===== src/rtl/mem_port_arbiter_pkg.sv =====
// Shared constants for the instruction/data memory port arbiter.
// State encoding is kept as plain 2-bit constants so older blocks can match on it.
package mem_port_arbiter_pkg;

  localparam logic [1:0] ST_IDLE    = 2'd0;
  localparam logic [1:0] ST_IF_XFER = 2'd1;
  localparam logic [1:0] ST_D_XFER  = 2'd2;
  localparam logic [1:0] ST_TURN    = 2'd3;

  localparam logic [3:0] BE_WORD = 4'hF;

endpackage


===== src/rtl/mem_port_arbiter.sv =====
// Arbitrates the fetch and data ports onto one memory interface, one transfer at a time.
// Define MEM_ARB_RR_EN for round-robin tie breaking; otherwise data always wins a tie.
module mem_port_arbiter
  import mem_port_arbiter_pkg::*;
(
  input  logic        clk,
  input  logic        rst,
  input  logic        if_req,
  input  logic [31:0] if_addr,
  input  logic        if_flush,
  output logic        if_valid,
  output logic [31:0] if_rdata,
  input  logic        d_req,
  input  logic        d_we,
  input  logic [31:0] d_addr,
  input  logic [31:0] d_wdata,
  input  logic [3:0]  d_be,
  output logic        d_valid,
  output logic [31:0] d_rdata,
  output logic        mem_busy,
  output logic        mem_req,
  output logic        mem_we,
  output logic [31:0] mem_addr,
  output logic [31:0] mem_wdata,
  output logic [3:0]  mem_be,
  input  logic        mem_ack,
  input  logic [31:0] mem_rdata
);

  logic [1:0]  state_q, state_d;
  logic        mem_req_q, mem_req_d;
  logic        mem_we_q, mem_we_d;
  logic [31:0] mem_addr_q, mem_addr_d;
  logic [31:0] mem_wdata_q, mem_wdata_d;
  logic [3:0]  mem_be_q, mem_be_d;
  logic        if_valid_q, if_valid_d;
  logic        d_valid_q, d_valid_d;
  logic [31:0] if_rdata_q, if_rdata_d;
  logic [31:0] d_rdata_q, d_rdata_d;
  logic        flush_q, flush_d;
  logic        grant_data;
`ifdef MEM_ARB_RR_EN
  logic        last_grant_q, last_grant_d;
`endif

  always_comb begin
    state_d     = state_q;
    mem_req_d   = mem_req_q;
    mem_we_d    = mem_we_q;
    mem_addr_d  = mem_addr_q;
    mem_wdata_d = mem_wdata_q;
    mem_be_d    = mem_be_q;
    if_valid_d  = 1'b0;
    d_valid_d   = 1'b0;
    if_rdata_d  = if_rdata_q;
    d_rdata_d   = d_rdata_q;
    flush_d     = flush_q;
`ifdef MEM_ARB_RR_EN
    last_grant_d = last_grant_q;
    // On a tie, data only wins if fetch was the previous grant.
    grant_data   = d_req && (!if_req || !last_grant_q);
`else
    grant_data   = d_req;
`endif

    case (state_q)
      ST_IDLE: begin
        if (grant_data) begin
          mem_req_d   = 1'b1;
          mem_we_d    = d_we;
          mem_addr_d  = d_addr;
          mem_wdata_d = d_wdata;
          mem_be_d    = d_be;
          state_d     = ST_D_XFER;
`ifdef MEM_ARB_RR_EN
          last_grant_d = 1'b1;
`endif
        end else if (if_req) begin
          mem_req_d  = 1'b1;
          mem_we_d   = 1'b0;
          mem_addr_d = if_addr;
          mem_be_d   = BE_WORD;
          state_d    = ST_IF_XFER;
`ifdef MEM_ARB_RR_EN
          last_grant_d = 1'b0;
`endif
        end
      end
      ST_IF_XFER: begin
        // A redirect seen on the ack cycle itself must still suppress the pulse.
        flush_d = flush_q | if_flush;
        if (mem_ack) begin
          mem_req_d  = 1'b0;
          if_rdata_d = mem_rdata;
          if_valid_d = ~(flush_q | if_flush);
          flush_d    = 1'b0;
          state_d    = ST_TURN;
        end
      end
      ST_D_XFER: begin
        if (mem_ack) begin
          mem_req_d = 1'b0;
          if (!mem_we_q) d_rdata_d = mem_rdata;
          d_valid_d = 1'b1;
          state_d   = ST_TURN;
        end
      end
      ST_TURN: state_d = ST_IDLE;
      default: state_d = ST_IDLE;
    endcase
  end

  always_ff @(posedge clk or negedge rst) begin
    if (!rst) begin
      state_q     <= ST_IDLE;
      mem_req_q   <= 1'b0;
      mem_we_q    <= 1'b0;
      mem_addr_q  <= 32'd0;
      mem_wdata_q <= 32'd0;
      mem_be_q    <= 4'd0;
      if_valid_q  <= 1'b0;
      d_valid_q   <= 1'b0;
      if_rdata_q  <= 32'd0;
      d_rdata_q   <= 32'd0;
      flush_q     <= 1'b0;
`ifdef MEM_ARB_RR_EN
      last_grant_q <= 1'b0;
`endif
    end else begin
      state_q     <= state_d;
      mem_req_q   <= mem_req_d;
      mem_we_q    <= mem_we_d;
      mem_addr_q  <= mem_addr_d;
      mem_wdata_q <= mem_wdata_d;
      mem_be_q    <= mem_be_d;
      if_valid_q  <= if_valid_d;
      d_valid_q   <= d_valid_d;
      if_rdata_q  <= if_rdata_d;
      d_rdata_q   <= d_rdata_d;
      flush_q     <= flush_d;
`ifdef MEM_ARB_RR_EN
      last_grant_q <= last_grant_d;
`endif
    end
  end

  // A pending data request in IDLE already counts as busy so the pipeline can stall early.
  assign mem_busy  = (state_q != ST_IDLE) || d_req;
  assign mem_req   = mem_req_q;
  assign mem_we    = mem_we_q;
  assign mem_addr  = mem_addr_q;
  assign mem_wdata = mem_wdata_q;
  assign mem_be    = mem_be_q;
  assign if_valid  = if_valid_q;
  assign d_valid   = d_valid_q;
  assign if_rdata  = if_rdata_q;
  assign d_rdata   = d_rdata_q;

endmodule


===== config.mk =====
export PLATFORM = sky130hd
export DESIGN_NAME = mem_port_arbiter
export DESIGN_NICKNAME = d
export VERILOG_FILES = /design/src/rtl/mem_port_arbiter_pkg.sv /design/src/rtl/mem_port_arbiter.sv
export SDC_FILE = /design/constraint.sdc
export NUM_CORES = 1
export LEC_CHECK = 0
export CORE_ASPECT_RATIO = 0.9
export CORE_MARGIN = 3
export CORE_UTILIZATION = 41
export DETAILED_ROUTE_END_ITERATION = 16
export GPL_TIMING_DRIVEN = 0
export PLACE_DENSITY = 0.82
export SYNTH_ARGS = -nofsm -noshare
export SYNTH_HDL_FRONTEND = slang
export SYNTH_SLANG_ARGS = --single-unit
export TNS_END_PERCENT = 30

===== constraint.sdc =====
create_clock -name clk -period 1.95 [get_ports clk]
set_input_delay 0.39 -clock clk [delete_from_list [all_inputs] [get_ports clk]]
set_output_delay 0.39 -clock clk [all_outputs]
set_load 0.02 [all_outputs]

Word-level counts from Yosys, hierarchy flattened --
Index checks and enable logic that the tools add are counted.
Word-level totals: register bits 139, input port bits 139, output and inout port bits 137, word-level logic and storage cells 50
Cells by class: equality and inequality tests 5, multiplexer cells 19, bitwise logic cells 3, reductions and logical operators 12
Operator list (number):
- $mux 32 | 2
- $mux 1 | 10
- $mux 4 | 2
- $reduce_and 2->1 | 4
- $mux 2 | 3
- $pmux 2 s3 | 1
- $reduce_and 3->1 | 2
- $reduce_bool 2->1 | 3
- $eq 2x2->1 const B | 2
- $ne 3x3->1 const B | 1
- $eq 2x1->1 const B | 1
- $logic_not 2->1 | 1
- $ne 2x1->1 const B | 1
- $not 1->1 | 2
- $pmux 1 s2 | 1
- $reduce_or 2->1 | 1
- $logic_or 1x1->1 | 1
- $or 1x1->1 | 1

Depth between registers and ports, before layout --
word-level depth 4, mapped depth 7, gate-level depth less buffers 5

Worst setup path after synthesis --
OpenSTA, ideal clock, no wires.
path kind reg2reg, start register state_q[0], end register mem_wdata_q[10], in the netlist mem_wdata[10], setup time 0.125 ns, arrival 1.427 ns, data required time 1.825 ns, slack 0.398 ns, stages on the path, launching flop included 6, path buffers 1, period minus slack after synthesis 1.552 ns, cells stage by stage dfrtp_1 > inv_1 > ha_1 > nand2_2 > buf_2 > mux2_2
Between the ends: cells in the longest elaborated chain, start to end 2
Ends and longest elaborated chain:
- from (decl) | RTL line mem_port_arbiter.sv:30 | logic [1:0] state_q, state_d;
- from (signal assigned) | RTL line mem_port_arbiter.sv:130 | state_q <= state_d;
- $logic_not 2->1 | RTL line mem_port_arbiter.sv:66 | case (state_q)
- $reduce_and 2->1 (no source line)
- to (signal assigned) | RTL line mem_port_arbiter.sv:134 | mem_wdata_q <= mem_wdata_d;
- to (decl) | RTL line mem_port_arbiter.sv:34 | logic [31:0] mem_wdata_q, mem_wdata_d;
Every way passes these cells. A chain may end at the register's enable or synchronous reset.

Final worst setup path --
start register state_q[1], end output mem_busy
Between the ends: cells in the longest elaborated chain, start to end 2
Ends and longest elaborated chain:
- $reduce_bool 2->1 | RTL line mem_port_arbiter.sv:148 | assign mem_busy = (state_q != ST_IDLE) || d_req;
- $logic_or 1x1->1 | RTL line mem_port_arbiter.sv:148
- to (decl) | RTL line mem_port_arbiter.sv:20 | output logic mem_busy,
Every way passes these cells.

==> reports/qor.yml <==
status:
  outcome: "complete, no violations"
timing:
  period_share: 0.963
  rsz0062_at_grt: "false"
  slew_viol_final: 0
  slew-limit-headroom: 0.568
  clock_skew_ps: 6.02
  tightest_slew_ps: 647
  fin_crit_ps: 1880
  max_freq_mhz: 532
  hold_violations: 0
  hold_slack_ps: 435
  setup_viol: 0
  setup_tns_ps: 0
grt:
  grt_max_degree: 72
  grt_pass1_wl_um: 24000
  grt_pass1_vias: 4677
  track_usage: 0.201
  antenna_found_initial: 0
  grt-ovfl-total: 0
synth:
  yosys_warnings: 0
  yosys-top-cells-area: "dfrtp_1 61%, mux2_2 13%, mux2_4 7.9%, mux2i_1 5.6%, o21ai_0 2.9%"
  synth_area_leader_cell: "dfrtp_1"
  synth_edf_count: 0
  ys_seq_area_frac: 0.611
  syn_area_mm2: 0.00570
  synthTopCellsByCount: "139 x dfrtp_1, 68 x mux2_2, 35 x nand2_1"
  synth_most_common_cell: "dfrtp_1"
  post-synth-top-area-fraction: 0.611
  async_flop_share: 1.00
  synth_ff_type: "dfrtp_1"
  netlist_instances: 386
  yosys.cell_types.count: 27
  postSynthAreaPerCell_um2: 14.8
  syn-num-nets: 530
  ys_ff_latch: 139
die:
  num_rows: 40
  ios: 276
  die_height_um: 118
  coreArea_mm2: 0.0135
  die_x_um: 130
  start_util: 0.423
  die-area_mm2: 0.0153
routing:
  route.detailed.drc: 0
  wirelength_um: 14900
  dr.pass1.iters: 4
  post_drt_wl_per_cell_um: 17.3
  num_vias: 4218
  detail-route-antenna-nets: 0
  drt_iter0_markers: 115
  viasPerCell: 4.88
worst_setup_path:
  path_cells: "inv_1 -> ha_4 -> nand2b_1 -> clkdlybuf4s15_2"
  critPathArrivalTime_ps: 1490
  cp-end-kind: "primary output"
  start_kind: "flip-flop"
  critPathKind: "flip-flop to primary output"
  critical_path.max_stage_delay_ps: 390
  path_max_fanout: 6
  required_ps: 1560
  reg2regPathDepth: 5
  worst_path_max_delay_cell: "dfrtp_1"
clock_network:
  htree_levels: 4
  clock_latency_ps: 400
  cts_root_buffer: "clkbuf_16"
  clk_pin_slew_worst_paths_ps: 60
  clock_path_buffers: 2
  numCtsBuffers: 17
  cts_tree: "yes"
  clkSinkCount: 139
layout:
  num_antenna_cells: 0
  layout-drive-gt1-share: 0.228
  syn_to_final_growth_pct: 64.0
  nets: 827
  postLayoutCellArea_mm2: 0.00934
power_and_ir_drop:
  leakage_nw: 4.13
  max-vdd-ir-drop_uv: 1060
  p_per_area_mw_per_mm2: 1750
run:
  cap_violations: 0
place:
  finalWeightedCongestion: 0.807
  io_buffers: 275
  dp_hpwl_um: 11500
  placed_area_mm2: 0.00869
worst_hold_path:
  whs_path_depth: 1
  min_path_type: "flip-flop to flip-flop"
## final cells by class
type	count	area [µm²]
plain buffers	20	169
clock buffers	19	443
clock inverters	13	166
fillers	941	4120
inverters	3	11.3
multi-input cells	223	2060
flip-flops and latches	139	3480
well taps	168	210
repair buffers	279	2810
## kinds of logic after synthesis
kind of cell,count (synthesis),synth area share
AND/OR/NAND/NOR,44,0.0343
buffers and inverters,24,0.0307
flip-flops,139,0.611
adder cells (fa/ha/maj),5,0.0110
multiplexers,130,0.270
AO/OA/AOI/OAI,44,0.0437
## worst paths after layout
path / slack, ps / from / end
hold reg to reg: 440 / flush_q / if_valid
hold / removal: 440 / flush_q / if_valid
setup / recovery: 70 / state_q[1] / mem_busy
max in group asynchronous: 610 / rst / d_rdata[26]
min in group asynchronous: 550 / rst / d_rdata[8]
setup reg to reg: 280 / state_q[1] / if_rdata[12]
## state kept, by name (all words and copies together), names as in the netlist
| name | flops |
|---|---|
| d_valid | 1 |
| if_rdata | 32 |
| mem_we | 1 |
| state_q | 2 |
| mem_addr | 32 |
| mem_wdata | 32 |
| if_valid | 1 |
| d_rdata | 32 |
| mem_be | 4 |
| mem_req | 1 |
| flush_q | 1 |
## per-layer routing
metal	wire, µm	GRT usage	up-vias
met1	5470	0.224	2095
li1	-	-	1942
met5	0	0	-
met3	1380	0.0844	19
met2	7850	0.345	162
met4	244	0.0630	0
## where the power goes
group / switching [mW] / internal [mW] / total, mW / leakage (nW)
Clock: 1.23 / 2.05 / 3.28 / 0.290
Combinational: 3.71 / 4.27 / 7.98 / 2.18
Sequential: 0.785 / 4.34 / 5.13 / 1.66
## cell usage in the layout, fill, tap and decap left out, types with 2 or more instances in the layout
cell,n
clkinvlp_4,3
buf_4,4
o21ai_0,33
buf_6,2
o22a_1,4
clkinv_4,3
buf_2,11
clkbuf_16,17
nand2b_1,2
buf_12,4
ha_1,4
inv_1,2
inv_6,2
a21oi_1,3
mux2i_1,32
mux2_2,68
dfrtp_1,139
clkinv_2,2
nand2_1,35
clkdlybuf4s50_1,273
mux2_4,30
clkbuf_1,3
bufinv_16,3
## through the flow
stage                     power (mW)   util  cells  setup slack [ps]
final                           16.4  0.694    864              71.2
after global routing            17.3  0.694    864              6.49
after CTS                       16.6  0.693    862              15.1
after detailed placement        13.2  0.645    830              -560
after global placement          12.9  0.643    829             -4790
after floorplan                 9.24      -    386               398
## what timing repair did
action / in CTS / in global routing
hold buffers: 1 / 0
buffers inserted: 0 / 2
gates resized for setup: 8 / 1
endpoints found under the setup margin: 1 / 1
endpoints found under the hold margin: 9 / 0
## worst max-delay path: cells and delay by family (launching register included)
| kind | cells | cell delay (ps) |
|---|---|---|
| adder cells (fa/ha/maj) | 1 | 210 |
| buffers and inverters | 2 | 420 |
| AND/OR/NAND/NOR | 1 | 60 |
| flip-flops | 1 | 390 |
(Power assumes the default switching activity.)
